<file path="src/rtl/uart_cmd_pkg.sv">
// Shared constants, state encoding and helpers for the UART pixel command path.
package uart_cmd_pkg;

  localparam logic [7:0] FRAME_HDR = 8'hA5;
  localparam logic [7:0] REPLY_ACK = 8'h06;
  localparam logic [7:0] REPLY_NAK = 8'h15;

  localparam logic [2:0] ST_IDLE       = 3'd0;
  localparam logic [2:0] ST_COLLECT    = 3'd1;
  localparam logic [2:0] ST_CHECK      = 3'd2;
  localparam logic [2:0] ST_WRITE      = 3'd3;
  localparam logic [2:0] ST_REPLY      = 3'd4;
  localparam logic [2:0] ST_REPLY_WAIT = 3'd5;

  localparam logic [2:0] IDX_CHK = 3'd6;

  typedef struct packed {
    logic [9:0] x;
    logic [8:0] y;
    logic [7:0] color;
  } pix_cmd_t;

  function automatic logic [7:0] frame_chk(input logic [7:0] b1, input logic [7:0] b2,
                                           input logic [7:0] b3, input logic [7:0] b4,
                                           input logic [7:0] b5);
    return b1 ^ b2 ^ b3 ^ b4 ^ b5;
  endfunction

  function automatic logic [7:0] sat_inc(input logic [7:0] v);
    return (v == 8'hFF) ? v : v + 8'd1;
  endfunction

endpackage

</file>
<file path="src/rtl/byte_timeout_timer.sv">
// Inter-byte watchdog: counts enabled cycles since the last clear and emits a
// single-cycle expired pulse once LIMIT cycles have elapsed.
module byte_timeout_timer #(
  parameter int LIMIT = 86800
) (
  input  logic i_Clk,
  input  logic i_Rst_L,
  input  logic clear,
  input  logic enable,
  output logic expired
);

  localparam int CW = (LIMIT > 1) ? $clog2(LIMIT) : 1;
  localparam logic [CW-1:0] LAST = CW'(LIMIT - 1);

  logic [CW-1:0] count_r;
  logic          expired_r;

  // Cycle counter with reload on clear and wrap-to-zero on expiry.
  always_ff @(posedge i_Clk or negedge i_Rst_L) begin
    if (!i_Rst_L) begin
      count_r   <= {CW{1'b0}};
      expired_r <= 1'b0;
    end else if (clear) begin
      count_r   <= {CW{1'b0}};
      expired_r <= 1'b0;
    end else if (enable) begin
      if (count_r == LAST) begin
        count_r   <= {CW{1'b0}};
        expired_r <= 1'b1;
      end else begin
        count_r   <= count_r + CW'(1'b1);
        expired_r <= 1'b0;
      end
    end else begin
      expired_r <= 1'b0;
    end
  end

  assign expired = expired_r;

endmodule

</file>
<file path="src/rtl/uart_pixel_cmd_ctrl.sv">
// UART pixel command controller: parses 7-byte pixel-write frames, drives the
// frame-buffer write port and answers every command with ACK or NAK.
module uart_pixel_cmd_ctrl
  import uart_cmd_pkg::*;
#(
  parameter int CLKS_PER_BIT  = 868,
  parameter int TIMEOUT_BYTES = 10,
  parameter int H_ACTIVE      = 640,
  parameter int V_ACTIVE      = 480
) (
  input  logic       i_Clk,
  input  logic       i_Rst_L,
  input  logic       i_RX_DV,
  input  logic [7:0] i_RX_Byte,
  output logic       o_TX_DV,
  output logic [7:0] o_TX_Byte,
  input  logic       i_TX_Active,
  input  logic       i_TX_Done,
  output logic       o_Pix_We,
  output logic [9:0] o_Pix_X,
  output logic [8:0] o_Pix_Y,
  output logic [7:0] o_Pix_Color,
  input  logic       i_Pix_Ready,
  output logic       o_Busy,
  output logic [7:0] o_Err_Count
);

  localparam int              TIMEOUT_CYCLES = TIMEOUT_BYTES * 10 * CLKS_PER_BIT;
  localparam logic [10:0]     X_LIMIT        = 11'(H_ACTIVE);
  localparam logic [9:0]      Y_LIMIT        = 10'(V_ACTIVE);

  logic [2:0] state_r;
  logic [2:0] state_nxt_s;
  logic [2:0] idx_r;
  logic [7:0] frame_r [1:6];
  pix_cmd_t   pix_r;
  logic       pix_we_r;
  logic       tx_dv_r;
  logic [7:0] tx_byte_r;
  logic       busy_r;
  logic [7:0] err_r;

  logic       err_inc_s;
  logic       drop_s;
  logic       timeout_s;
  logic       tmr_clear_s;
  logic       tmr_enable_s;
  logic [9:0] cmd_x_s;
  logic [8:0] cmd_y_s;
  logic       cmd_ok_s;

  // Only the low bits of the high bytes address pixels; all bits feed the checksum.
  assign cmd_x_s  = {frame_r[1][1:0], frame_r[2]};
  assign cmd_y_s  = {frame_r[3][0], frame_r[4]};
  assign cmd_ok_s = (frame_chk(frame_r[1], frame_r[2], frame_r[3], frame_r[4], frame_r[5]) == frame_r[6])
                    && ({1'b0, cmd_x_s} < X_LIMIT) && ({1'b0, cmd_y_s} < Y_LIMIT);

  assign tmr_enable_s = (state_r == ST_COLLECT);
  assign tmr_clear_s  = i_RX_DV || (state_r != ST_COLLECT);

  byte_timeout_timer #(
    .LIMIT (TIMEOUT_CYCLES)
  ) u_timeout (
    .i_Clk   (i_Clk),
    .i_Rst_L (i_Rst_L),
    .clear   (tmr_clear_s),
    .enable  (tmr_enable_s),
    .expired (timeout_s)
  );

  // Next-state decode plus the error events raised in each state.
  always_comb begin
    state_nxt_s = state_r;
    err_inc_s   = 1'b0;
    drop_s      = 1'b0;
    case (state_r)
      ST_IDLE: begin
        if (i_RX_DV && (i_RX_Byte == FRAME_HDR)) state_nxt_s = ST_COLLECT;
        else                                      state_nxt_s = ST_IDLE;
      end
      ST_COLLECT: begin
        if (i_RX_DV) begin
          if (idx_r == IDX_CHK) state_nxt_s = ST_CHECK;
          else                  state_nxt_s = ST_COLLECT;
        end else if (timeout_s) begin
          state_nxt_s = ST_REPLY;
          err_inc_s   = 1'b1;
        end else begin
          state_nxt_s = ST_COLLECT;
        end
      end
      ST_CHECK: begin
        drop_s = i_RX_DV;
        if (cmd_ok_s) begin
          state_nxt_s = ST_WRITE;
        end else begin
          state_nxt_s = ST_REPLY;
          err_inc_s   = 1'b1;
        end
      end
      ST_WRITE: begin
        drop_s = i_RX_DV;
        if (i_Pix_Ready) state_nxt_s = ST_REPLY;
        else             state_nxt_s = ST_WRITE;
      end
      ST_REPLY: begin
        drop_s = i_RX_DV;
        if (!i_TX_Active) state_nxt_s = ST_REPLY_WAIT;
        else              state_nxt_s = ST_REPLY;
      end
      ST_REPLY_WAIT: begin
        drop_s = i_RX_DV;
        if (i_TX_Done) state_nxt_s = ST_IDLE;
        else           state_nxt_s = ST_REPLY_WAIT;
      end
      default: begin
        state_nxt_s = ST_IDLE;
      end
    endcase
  end

  // Frame capture, pixel write port, reply handshake and error counter.
  always_ff @(posedge i_Clk or negedge i_Rst_L) begin
    if (!i_Rst_L) begin
      state_r   <= ST_IDLE;
      idx_r     <= 3'd0;
      for (int i = 1; i <= 6; i++) frame_r[i] <= 8'h00;
      pix_r     <= '{x: 10'd0, y: 9'd0, color: 8'd0};
      pix_we_r  <= 1'b0;
      tx_dv_r   <= 1'b0;
      tx_byte_r <= 8'h00;
      busy_r    <= 1'b0;
      err_r     <= 8'h00;
    end else begin
      state_r <= state_nxt_s;
      busy_r  <= (state_nxt_s != ST_IDLE);
      tx_dv_r <= 1'b0;
      // A NAK and a dropped byte in the same cycle still count only once.
      if (err_inc_s || drop_s) err_r <= sat_inc(err_r);
      case (state_r)
        ST_IDLE: begin
          idx_r <= (state_nxt_s == ST_COLLECT) ? 3'd1 : 3'd0;
        end
        ST_COLLECT: begin
          if (i_RX_DV) begin
            frame_r[idx_r] <= i_RX_Byte;
            idx_r          <= idx_r + 3'd1;
          end else if (timeout_s) begin
            tx_byte_r <= REPLY_NAK;
            idx_r     <= 3'd0;
          end
        end
        ST_CHECK: begin
          idx_r <= 3'd0;
          if (cmd_ok_s) begin
            tx_byte_r <= REPLY_ACK;
            pix_we_r  <= 1'b1;
            pix_r     <= '{x: cmd_x_s, y: cmd_y_s, color: frame_r[5]};
          end else begin
            tx_byte_r <= REPLY_NAK;
          end
        end
        ST_WRITE: begin
          if (i_Pix_Ready) pix_we_r <= 1'b0;
        end
        ST_REPLY: begin
          if (!i_TX_Active) tx_dv_r <= 1'b1;
        end
        ST_REPLY_WAIT: begin
          idx_r <= 3'd0;
        end
        default: begin
          idx_r    <= 3'd0;
          pix_we_r <= 1'b0;
        end
      endcase
    end
  end

  assign o_TX_DV     = tx_dv_r;
  assign o_TX_Byte   = tx_byte_r;
  assign o_Pix_We    = pix_we_r;
  assign o_Pix_X     = pix_r.x;
  assign o_Pix_Y     = pix_r.y;
  assign o_Pix_Color = pix_r.color;
  assign o_Busy      = busy_r;
  assign o_Err_Count = err_r;

endmodule
</file>
<file path="config.mk">
export PLATFORM = sky130hd
export DESIGN_NAME = uart_pixel_cmd_ctrl
export DESIGN_NICKNAME = d
export VERILOG_FILES = /design/src/rtl/uart_cmd_pkg.sv /design/src/rtl/byte_timeout_timer.sv /design/src/rtl/uart_pixel_cmd_ctrl.sv
export SDC_FILE = /design/constraint.sdc
export NUM_CORES = 1
export LEC_CHECK = 0
export CORE_MARGIN = 4
export CORE_UTILIZATION = 24
export DETAILED_ROUTE_END_ITERATION = 8
export PLACE_DENSITY = 0.51
export RECOVER_POWER = 25
export SLEW_MARGIN = 20
export SYNTH_ARGS = -nofsm -noshare
export SYNTH_HDL_FRONTEND = slang
export SYNTH_SLANG_ARGS = --single-unit
</file>
<file path="constraint.sdc">
create_clock -name i_Clk -period 2.5 [get_ports i_Clk]
set_clock_uncertainty 0.2 [all_clocks]
set_input_delay 0.375 -clock i_Clk [delete_from_list [all_inputs] [get_ports i_Clk]]
set_output_delay 0.375 -clock i_Clk [all_outputs]
set_load 0.005 [all_outputs]
</file>
==> metrics.txt, run 1 <==
initial antenna violation count 0; CP delay by family, top simple AND/OR/NAND/NOR gates; maximum clock rate 368 MHz; Min-Delay Path Class flop to flop; CORE AREA 21200 um^2; layout cells sized above 1 31.3%; met3 routed WL 547 um; vias per cell 4.28; Reg area 2830 um^2; H-tree depth 4; worst-margin pin slew 0.854 ns; reg-to-reg setup timing slack -0.22 ns; die width 156 um; Worst Setup SP cmd_x_s[5]; post-synth top area cell dfrtp_1; Routed WL 12.5 mm; Num Clock Sinks 113; Max VDD drop 0.485 mV; Final #Nets 536; status finished, violations left; Crit Path Class flop to flop; M1 WL 6.04 mm; WL/cell 15.5 um; DP Wirelength 8.66 mm; PD cells 787 nW/um^2; post-route ant nets 0; CTS tree yes; Synth Flop Type dfrtp_1; multi-input logic area 2410 um^2; sequential element share of the synthesized area 54.0%; CP max-delay cell xnor3_1; CTS Buf Count 17; Critical Path AT 2.81 ns; crit start category flop; Post-synth EDFFs 0; mapped cell area 5240 um^2; 1st-iter DRT viols 183; final worst-path cycle share 109%; FP Rows 53; Area Growth Syn to Fin 36.9%; total power 5.65 mW; IO Pins 60; buffers and inverters on the worst path 1; Syn Inst Count 409; # port buffers 55; final std cells w/o fill 806; worst hold start u_timeout.count_r[0]; Worst Slack Setup Final -0.219 ns; Synth cell types 48; crit path max fanout 11; most frequent cells in the layout dfrtp_1 (113), clkdlybuf4s50_1 (54), mux2_2 (47), buf_4 (41), nor2_1 (25); asr flop ratio synth 100%; final setup vio count 34; hold slack final 0.254 ns; Tot GR Track Use 10.6%; DR DRC count 0; routed length on met2 5.81 mm; Synth top area share 54.0%; ranking of synthesized cells by area dfrtp_1 (54%), mux2_2 (10%), mux2_1 (6.7%); final worst path period need 2.72 ns; Final GP Congestion 0.749; CP Capture Type flop; max_slew headroom 43.0%; Clock Latency Late Sink 0.42 ns; pin count of the biggest net entering global routing 45; root buf cell clkbuf_16; Initial Utilization 24.7%; setup TNS -4.94 ns; failing checks setup timing; worst endpoint required time 2.59 ns; gr ovfl total 0; Crit Reg-Reg Startpoint cmd_x_s[5]; Critical Path, Cell by Cell xnor3_1 -> xnor2_2 -> a22oi_1 -> nand3_2 -> nor4b_4 -> and2b_4 -> clkbuf_16 -> mux2_1; commonest non-fill, non-tap cell in the layout dfrtp_1; Max Slew Vio Count 0; DR vias 3450; top routing layer used met4; placed insts 767; Yosys warnings 0; CP max stage delay 0.42 ns; pre-CTS setup slack -0.300 ns; Die Ht 156 um; #FFs+latches synth 113; vias in the first global route 3697; Antenna diodes 0; Hold Fails Final Rpt 0; fill cell count 2119; leakage 3.29 nW; Clk pin slew, worst setup/hold paths 0.06 ns; RSZ-0062 raised after global routing true; CTS Buffer Depth 2; max cap viols 0; Avg Cell Area, Syn 12.8 um^2; first-pass GRT wire length 20.3 mm; iteration count of the initial detailed-routing pass 4; DIE AREA 24300 um^2
-- report_power, final --
group / switching (mW) / internal [mW]
registers: 0.167 / 1.99
logic: 0.483 / 0.725
clock network: 0.960 / 1.32
-- worst reg2reg max path: cells and delay by family (launching register included) --
kind	cells	cell delay, ns
AND/OR/NAND/NOR	3	0.69
buffers and inverters	1	0.21
flip-flops	1	0.35
multiplexers	1	0.33
XOR/XNOR	2	0.58
AO/OA/AOI/OAI	1	0.24
-- repair_timing --
action,CTS,global route
hold endpoints to repair,30,0
endpoints found under the setup margin,35,40
pin swaps,4,7
setup buffers,4,1
cloned,0,2
resized for setup,14,19
hold buffers,1,0
-- final cells by class --
| cell class | instances | share of cell area (%) |
|---|---|---|
| clock inverters | 14 | 1.69 |
| flip-flops and latches | 113 | 39.4 |
| clock buffers | 18 | 6.12 |
| inverters | 8 | 0.419 |
| well taps | 275 | 4.80 |
| multi-input cells | 273 | 33.7 |
| repair buffers | 105 | 13.9 |
-- state kept, by name, summed over array words and instances (netlist names), 8 cells and up --
signal             flops
o_Err_Count            8
o_Pix_Y                9
frame_r               29
u_timeout.count_r     17
cmd_x_s               10
cmd_y_s                9
o_Pix_Color            8
o_Pix_X               10
-- cells by family (layout without fill, tap and decap cells) --
logic type	count (synthesis)	after routing	share of synthesized area, %
DFF	113	113	54.0
and+or+nand+nor	108	108	11.9
muxes	78	78	16.8
xor gates and xnor gates	47	47	9.96
AOI/OAI and AO/OA	32	32	3.68
buffers and inverters	26	145	2.72
adders and majority gates	4	4	0.955
other	1	4	0.0716
-- path summary, 6_finish.rpt --
| kind | endpoint | depth (start not counted) |
|---|---|---|
| max | o_Pix_Color[6] | 8 |
| min | u_timeout.count_r[0] | 1 |
| max reg2reg | o_Pix_Color[6] | 8 |
| min reg2reg | u_timeout.count_r[0] | 1 |
| max in group asynchronous | u_timeout.count_r[2] | 3 |
| min in group asynchronous | o_Pix_X[2] | 2 |
-- stage by stage --
stage | utilization [%] | cell area (um^2)
6_report | 33.8 | 7170
5_1_grt | 33.8 | 7170
4_1_cts | 33.2 | 7050
3_5_place_dp | 30.1 | 6400
3_3_place_gp | 30.1 | 6400
2_1_floorplan | - | 5260
-- synthesized netlist by cell type (3+ instances only) --
| cell | n |
|---|---|
| o21ai_0 | 10 |
| a21o_1 | 3 |
| buf_6 | 3 |
| xor2_1 | 11 |
| xnor2_1 | 28 |
| dfrtp_1 | 113 |
| mux2_2 | 47 |
| or3_1 | 3 |
| clkbuf_1 | 8 |
| ha_1 | 4 |
| nand3_1 | 11 |
| nor3_1 | 9 |
| a21oi_1 | 7 |
| nand2b_1 | 6 |
| nor2_1 | 25 |
| buf_4 | 6 |
| xnor3_1 | 8 |
| inv_1 | 8 |
| nor2b_1 | 5 |
| nand4_1 | 5 |
| mux2_1 | 31 |
| and3_1 | 8 |
| a22oi_1 | 3 |
| nand2_1 | 16 |
| and2_1 | 3 |
-- metal layers --
metal | vias up | global-route usage (%)
met5 | - | 0
met4 | 0 | 3.38
met3 | 12 | 3.13
met2 | 72 | 16.3
met1 | 1720 | 14.5
li1 | 1646 | -
Note: power is estimated with default switching activity, not from simulation.
==> run 2, diff against run 1 <==
--- a/config.mk
+++ b/config.mk
@@ -5,10 +5,10 @@
 export SDC_FILE = /design/constraint.sdc
 export NUM_CORES = 1
 export LEC_CHECK = 0
-export CORE_MARGIN = 4
+export CORE_MARGIN = 1.5
 export CORE_UTILIZATION = 24
 export DETAILED_ROUTE_END_ITERATION = 8
-export PLACE_DENSITY = 0.51
+export PLACE_DENSITY = 0.5
 export RECOVER_POWER = 25
 export SLEW_MARGIN = 20
 export SYNTH_ARGS = -nofsm -noshare
==> constraint.sdc (replaced) <==
create_clock -name i_Clk -period 3.3 [get_ports i_Clk]
set_clock_uncertainty 0.2 [all_clocks]
set_input_delay 0.495 -clock i_Clk [delete_from_list [all_inputs] [get_ports i_Clk]]
set_output_delay 0.495 -clock i_Clk [all_outputs]
set_load 0.005 [all_outputs]
==> run 2 against run 1 <==
Against the previous run: the flow now finishes without violations; die area down 6.3%; via count fell by 3.2%; first-iteration DRC count is 28% lower; global-route usage rose by 0.52 points.
==> metrics.txt, run 2 (synthesis results as in run 1) <==
status completed; 1st-iter DRT viols 131 (-28%); Switching Power 1.13 mW (-30%); # port buffers 55 (unchanged); Initial Utilization 24.7% (unchanged); largest registers frame_r (29), u_timeout.count_r (17); PD cells 638 nW/um^2 (-19%); final setup vio count 0 (-100%); Post-CTS Setup Inserts 0 (-4); final core utilization 31.9% (-1.9 points); initial antenna violation count 0 (unchanged); worst-margin pin slew 1.12 ns (+0.263 ns); final worst path period need 2.86 ns (+0.144 ns); Crit Path Class flop to flop; Max VDD drop 0.336 mV (-31%); max cap viols 0 (unchanged); worst endpoint required time 3.39 ns (+0.80 ns); Clock Latency Late Sink 0.41 ns (about the same); CTS Buffer Depth 2 (unchanged); DIE AREA 22700 um^2 (-6.3%); pin count of the biggest net entering global routing 45 (unchanged); Worst Setup SP cmd_y_s[8]; sequential share of power 37.9% (-0.3 points); Max Slew Vio Count 0 (unchanged); gr ovfl total 0 (unchanged); Worst Slack Setup Final 0.437 ns (+0.656 ns); Final GP Congestion 0.778 (+4.0%); Num Clock Sinks 113 (unchanged); Critical Path AT 2.96 ns (+0.15 ns); WL/cell 15.0 um (-3.6%); Hold Fails Final Rpt 0 (unchanged); CP Capture Type flop; Final #Nets 498 (-7.1%); Critical Path, Cell by Cell xnor2_1 -> xnor3_1 -> nor3_2 -> nand3_2 -> nor4b_4 -> and2b_1 -> buf_4 -> mux2_1; Die Ht 151 um (-3.2%); CP max stage delay 0.42 ns (about the same); Clock power frac 45.3% (+4.9 points); Min-Delay Path Class flop to flop; Clk pin slew, worst setup/hold paths 0.06 ns (about the same); placed insts 735 (-4.2%); IO Pins 60 (unchanged); leakage 3.10 nW (-5.9%); first-pass GRT wire length 19.0 mm (-6.5%); crit path max fanout 21 (+10); CTS Buf Count 17 (unchanged); setup TNS 0 ns (+4.94 ns); DR DRC count 0 (unchanged); Reg with most FFs frame_r; buffers and inverters on the worst path 1 (unchanged); Area Growth Syn to Fin 29.1%; CTS tree yes; die width 151 um (-3.2%); Crit Reg-Reg Startpoint cmd_y_s[8]; fill cell count 2138 (+0.90%); worst hold start u_timeout.count_r[0]; iteration count of the initial detailed-routing pass 4 (unchanged); Logic pwr share 16.8% (-4.6 points); DP Wirelength 7.89 mm (-8.9%); H-tree depth 4 (unchanged); crit start category flop; root buf cell clkbuf_16; final instance area 6770 um^2 (-5.7%); internal cell power 3.19 mW (-21%); hold slack final 0.277 ns (+0.0230 ns); CORE AREA 21200 um^2 (unchanged); Post-Place Cell Area 6120 um^2 (-4.3%); max_slew headroom 25.5% (-18 points); total power 4.32 mW (-24%); most frequent cells in the layout dfrtp_1 (113), clkdlybuf4s50_1 (54), mux2_2 (47), mux2_1 (31), xnor2_1 (28); layout cells sized above 1 19.7% (-12 points); RSZ-0062 raised after global routing false; pre-CTS setup slack 0.406 ns (+0.706 ns); post-route ant nets 0 (unchanged); CP max-delay cell xnor3_1; Routed WL 11.5 mm (-8.1%); maximum clock rate 349 MHz (-5.0%); vias per cell 4.35 (+1.5%); final std cells w/o fill 768 (-4.7%); commonest non-fill, non-tap cell in the layout dfrtp_1; CP delay by family, top simple AND/OR/NAND/NOR gates; Tot GR Track Use 11.1% (+0.52 points); FP Rows 53 (unchanged); max reg flops 29 (unchanged); sw frac 26.1% (-2.4 points); CTS resizes 0 (-14); Antenna diodes 0 (unchanged); vias in the first global route 3495 (-5.5%); final worst-path cycle share 86.8% (-22 points); DR vias 3338 (-3.2%)
## run 2: cell count changes in the layout (fill, tap and decap cells not counted), moves of 3 or more
cell and delta:
buf_4 -31, buf_6 -3, bufinv_16 +4, inv_6 -5
mux2_1 +21, mux2_4 -21, xnor2_1 +4, xnor2_2 -4
## run 2: layer usage
metal | up-vias | routed length [um] | track usage (%)
met5 | - | 0 | 0
met4 | 0 | 179 | 4.37
met3 | 12 | 462 | 3.18
met2 | 64 | 5180 | 16.6
met1 | 1688 | 5680 | 15.2
li1 | 1574 | - | -
## run 2: final timing paths
kind                                        end  slack, ns  cells past startpoint
max                              o_Pix_Color[2]       0.44                      8
min                        u_timeout.count_r[0]       0.28                      1
max reg2reg                      o_Pix_Color[2]       0.44                      8
min reg2reg                u_timeout.count_r[0]       0.28                      1
max in group asynchronous              o_Pix_We       1.27                      3
min in group asynchronous            cmd_y_s[2]       0.63                      2
## run 2: repair_timing
action / in CTS / in global routing
hold buffers: 1 / 0
endpoints found under the setup margin: 0 / 0
endpoints found under the hold margin: 40 / 0
## run 2: power by group through the flow
stage          clock network [mW]  logic, mW  registers [mW]
6_report                     1.96      0.727            1.64
5_1_grt                      2.07      0.795            1.66
4_1_cts                      1.99      0.733            1.64
3_5_place_dp                    0      0.727            1.66
3_3_place_gp                    0      0.720            1.65
2_1_floorplan                   0      0.554            1.61
## run 2: final cells by class
type	instances	area (um^2)	area share (%)
Clock buffer	17	425	6.29
Clock inverter	15	208	3.07
Inverter	8	30.0	0.444
Multi-Input combinational cell	273	2280	33.7
Sequential cell	113	2830	41.8
Tap cell	275	344	5.09
Timing Repair Buffer	67	651	9.62
## run 2: worst register-to-register path: cells and delay by family, from the launching register on
family                 cells  cell delay (ns)
multiplexers               1             0.36
AND/OR/NAND/NOR            4             0.88
buffers and inverters      1             0.31
XOR/XNOR                   2             0.58
flip-flops                 1             0.41
==> run 3, diff against run 2 <==
--- a/config.mk
+++ b/config.mk
@@ -7,6 +7,7 @@
 export LEC_CHECK = 0
 export CORE_MARGIN = 1.5
 export CORE_UTILIZATION = 24
+export CTS_BUF_LIST = sky130_fd_sc_hd__clkbuf_4 sky130_fd_sc_hd__clkbuf_8
 export DETAILED_ROUTE_END_ITERATION = 8
 export PLACE_DENSITY = 0.5
 export RECOVER_POWER = 25
==> run 3 against run 2 <==
Against the previous run: clock power decreased by 26%; count of clock-buffer cells in the layout unchanged; critical path depth unchanged; fmax decreased by 0.44%; final area decreased by 3.1%; die area unchanged; flip-flop and latch count unchanged; non-clock buffer count unchanged; final cell count unchanged; routed wire length decreased by 0.41%; setup slack got worse by 0.013 ns.
==> metrics.txt, run 3 (synthesis results as in run 1) <==
status completed; DR DRC count 0 (unchanged); initial antenna violation count 0 (unchanged); IO Pins 60 (unchanged); placed insts 735 (unchanged); worst endpoint required time 3.41 ns (+0.02 ns); Min-Delay Path Class flop to flop; die width 151 um (unchanged); largest registers frame_r (29), u_timeout.count_r (17); maximum clock rate 348 MHz (-0.44%); Num Clock Sinks 113 (unchanged); M1 WL 5.70 mm (+0.48%); CP Capture Type flop; gr ovfl total 0 (unchanged); first-pass GRT wire length 19.1 mm (+0.29%); CORE AREA 21200 um^2 (unchanged); WL/cell 14.9 um (-0.41%); max_slew headroom 24.3% (-1.2 points); Antenna diodes 0 (unchanged); Clk pin slew, worst setup/hold paths 0.08 ns (+0.02 ns); Initial Utilization 24.7% (unchanged); vias in the first global route 3520 (+0.72%); RSZ-0062 raised after global routing false; Max VDD drop 0.290 mV (-14%); iteration count of the initial detailed-routing pass 4 (unchanged); final worst-path cycle share 87.1% (+0.38 points); FP Rows 53 (unchanged); CTS tree yes; Routed WL 11.5 mm (-0.41%); H-tree depth 4 (unchanged); Final #Nets 498 (unchanged); Worst Slack Setup Final 0.424 ns (-0.0125 ns); final std cells w/o fill 768 (unchanged); final worst path period need 2.88 ns (+0.0125 ns); crit start category flop; # port buffers 55 (unchanged); max cap viols 0 (unchanged); post-route ant nets 0 (unchanged); 1st-iter DRT viols 151 (+15%); Post-CTS Setup Inserts 0 (unchanged); CTS resizes 0 (unchanged); total power 3.81 mW (-12%); Crit Path Class flop to flop; most frequent cells in the layout dfrtp_1 (113), clkdlybuf4s50_1 (54), mux2_2 (47), mux2_1 (31), xnor2_1 (28); setup TNS 0 ns (unchanged); max reg flops 29 (unchanged); root buf cell clkbuf_8; PD cells 581 nW/um^2 (-9.0%); DP Wirelength 7.89 mm (unchanged); met3 routed WL 435 um (-5.8%); Area Growth Syn to Fin 25.2%; Reg with most FFs frame_r; commonest non-fill, non-tap cell in the layout dfrtp_1; DR vias 3336 (-0.060%); layout cells sized above 1 19.7% (unchanged); crit path max fanout 21 (unchanged); Clock Latency Late Sink 0.44 ns (+0.03 ns); Critical Path AT 2.99 ns (+0.03 ns); leakage 3.00 nW (-3.0%); routed length on met2 5.14 mm (-0.77%); Die Ht 151 um (unchanged); Hold Fails Final Rpt 0 (unchanged); pre-CTS setup slack 0.406 ns (unchanged); final setup vio count 0 (unchanged); Final GP Congestion 0.778 (unchanged); vias per cell 4.34 (about the same); worst-margin pin slew 1.13 ns (+0.0177 ns); Max Slew Vio Count 0 (unchanged); DIE AREA 22700 um^2 (unchanged); CTS Buffer Depth 2 (unchanged); pin count of the biggest net entering global routing 45 (unchanged); CTS Buf Count 17 (unchanged); Tot GR Track Use 11.2% (+0.028 points); hold buffers post-CTS 1 (unchanged); top routing layer used met4
## run 3: power breakdown
| group | switching (mW) | leakage [nW] | internal [mW] |
|---|---|---|---|
| Sequential | 0.128 | 1.54 | 1.50 |
| Clock | 0.623 | 0.209 | 0.829 |
| Combinational | 0.312 | 1.26 | 0.413 |
| Total | 1.06 | 3.00 | 2.75 |
## run 3: stage by stage
step           instance area, um^2  hold WS [ns]  util [%]
5_1_grt                       6560         0.299      30.9
3_5_place_dp                  6120         0.267      28.9
3_3_place_gp                  6120         0.242      28.9
2_1_floorplan                 5250     -0.000591         -
6_report                      6560         0.279      30.9
4_1_cts                       6580         0.277      31.0
## run 3: final timing paths
path                                         to  cells past startpoint            startpoint  slack, ns
min in group asynchronous            cmd_y_s[2]                      2               i_Rst_L       0.60
max                                  o_Pix_X[3]                      8            cmd_y_s[8]       0.42
min reg2reg                u_timeout.count_r[0]                      1  u_timeout.count_r[0]       0.28
min                        u_timeout.count_r[0]                      1  u_timeout.count_r[0]       0.28
max reg2reg                          o_Pix_X[3]                      8            cmd_y_s[8]       0.42
max in group asynchronous            o_Pix_X[7]                      3               i_Rst_L       0.60
## run 3: metal layers
metal | GRT usage (%) | vias to the layer above
met2 | 16.7 | 62
li1 | - | 1574
met1 | 15.2 | 1687
met3 | 3.00 | 13
met5 | 0 | -
met4 | 4.51 | 0
## run 3: critical path, cell delays in order (launching register included)
cell and delay, ns:
dfrtp_1 0.41, xnor2_1 0.16, xnor3_1 0.42, nor3_2 0.22, nand3_2 0.15, nor4b_4 0.33
and2b_1 0.18, buf_4 0.31, mux2_1 0.36
## run 3: layout make-up
cell class,count,area [um^2]
sequential,113,2830
fill,2162,14700
clock inverter,15,208
clock buffer,17,234
inverter,8,30.0
multi-input combinational,273,2280
tap,275,344
timing repair buffer,67,636
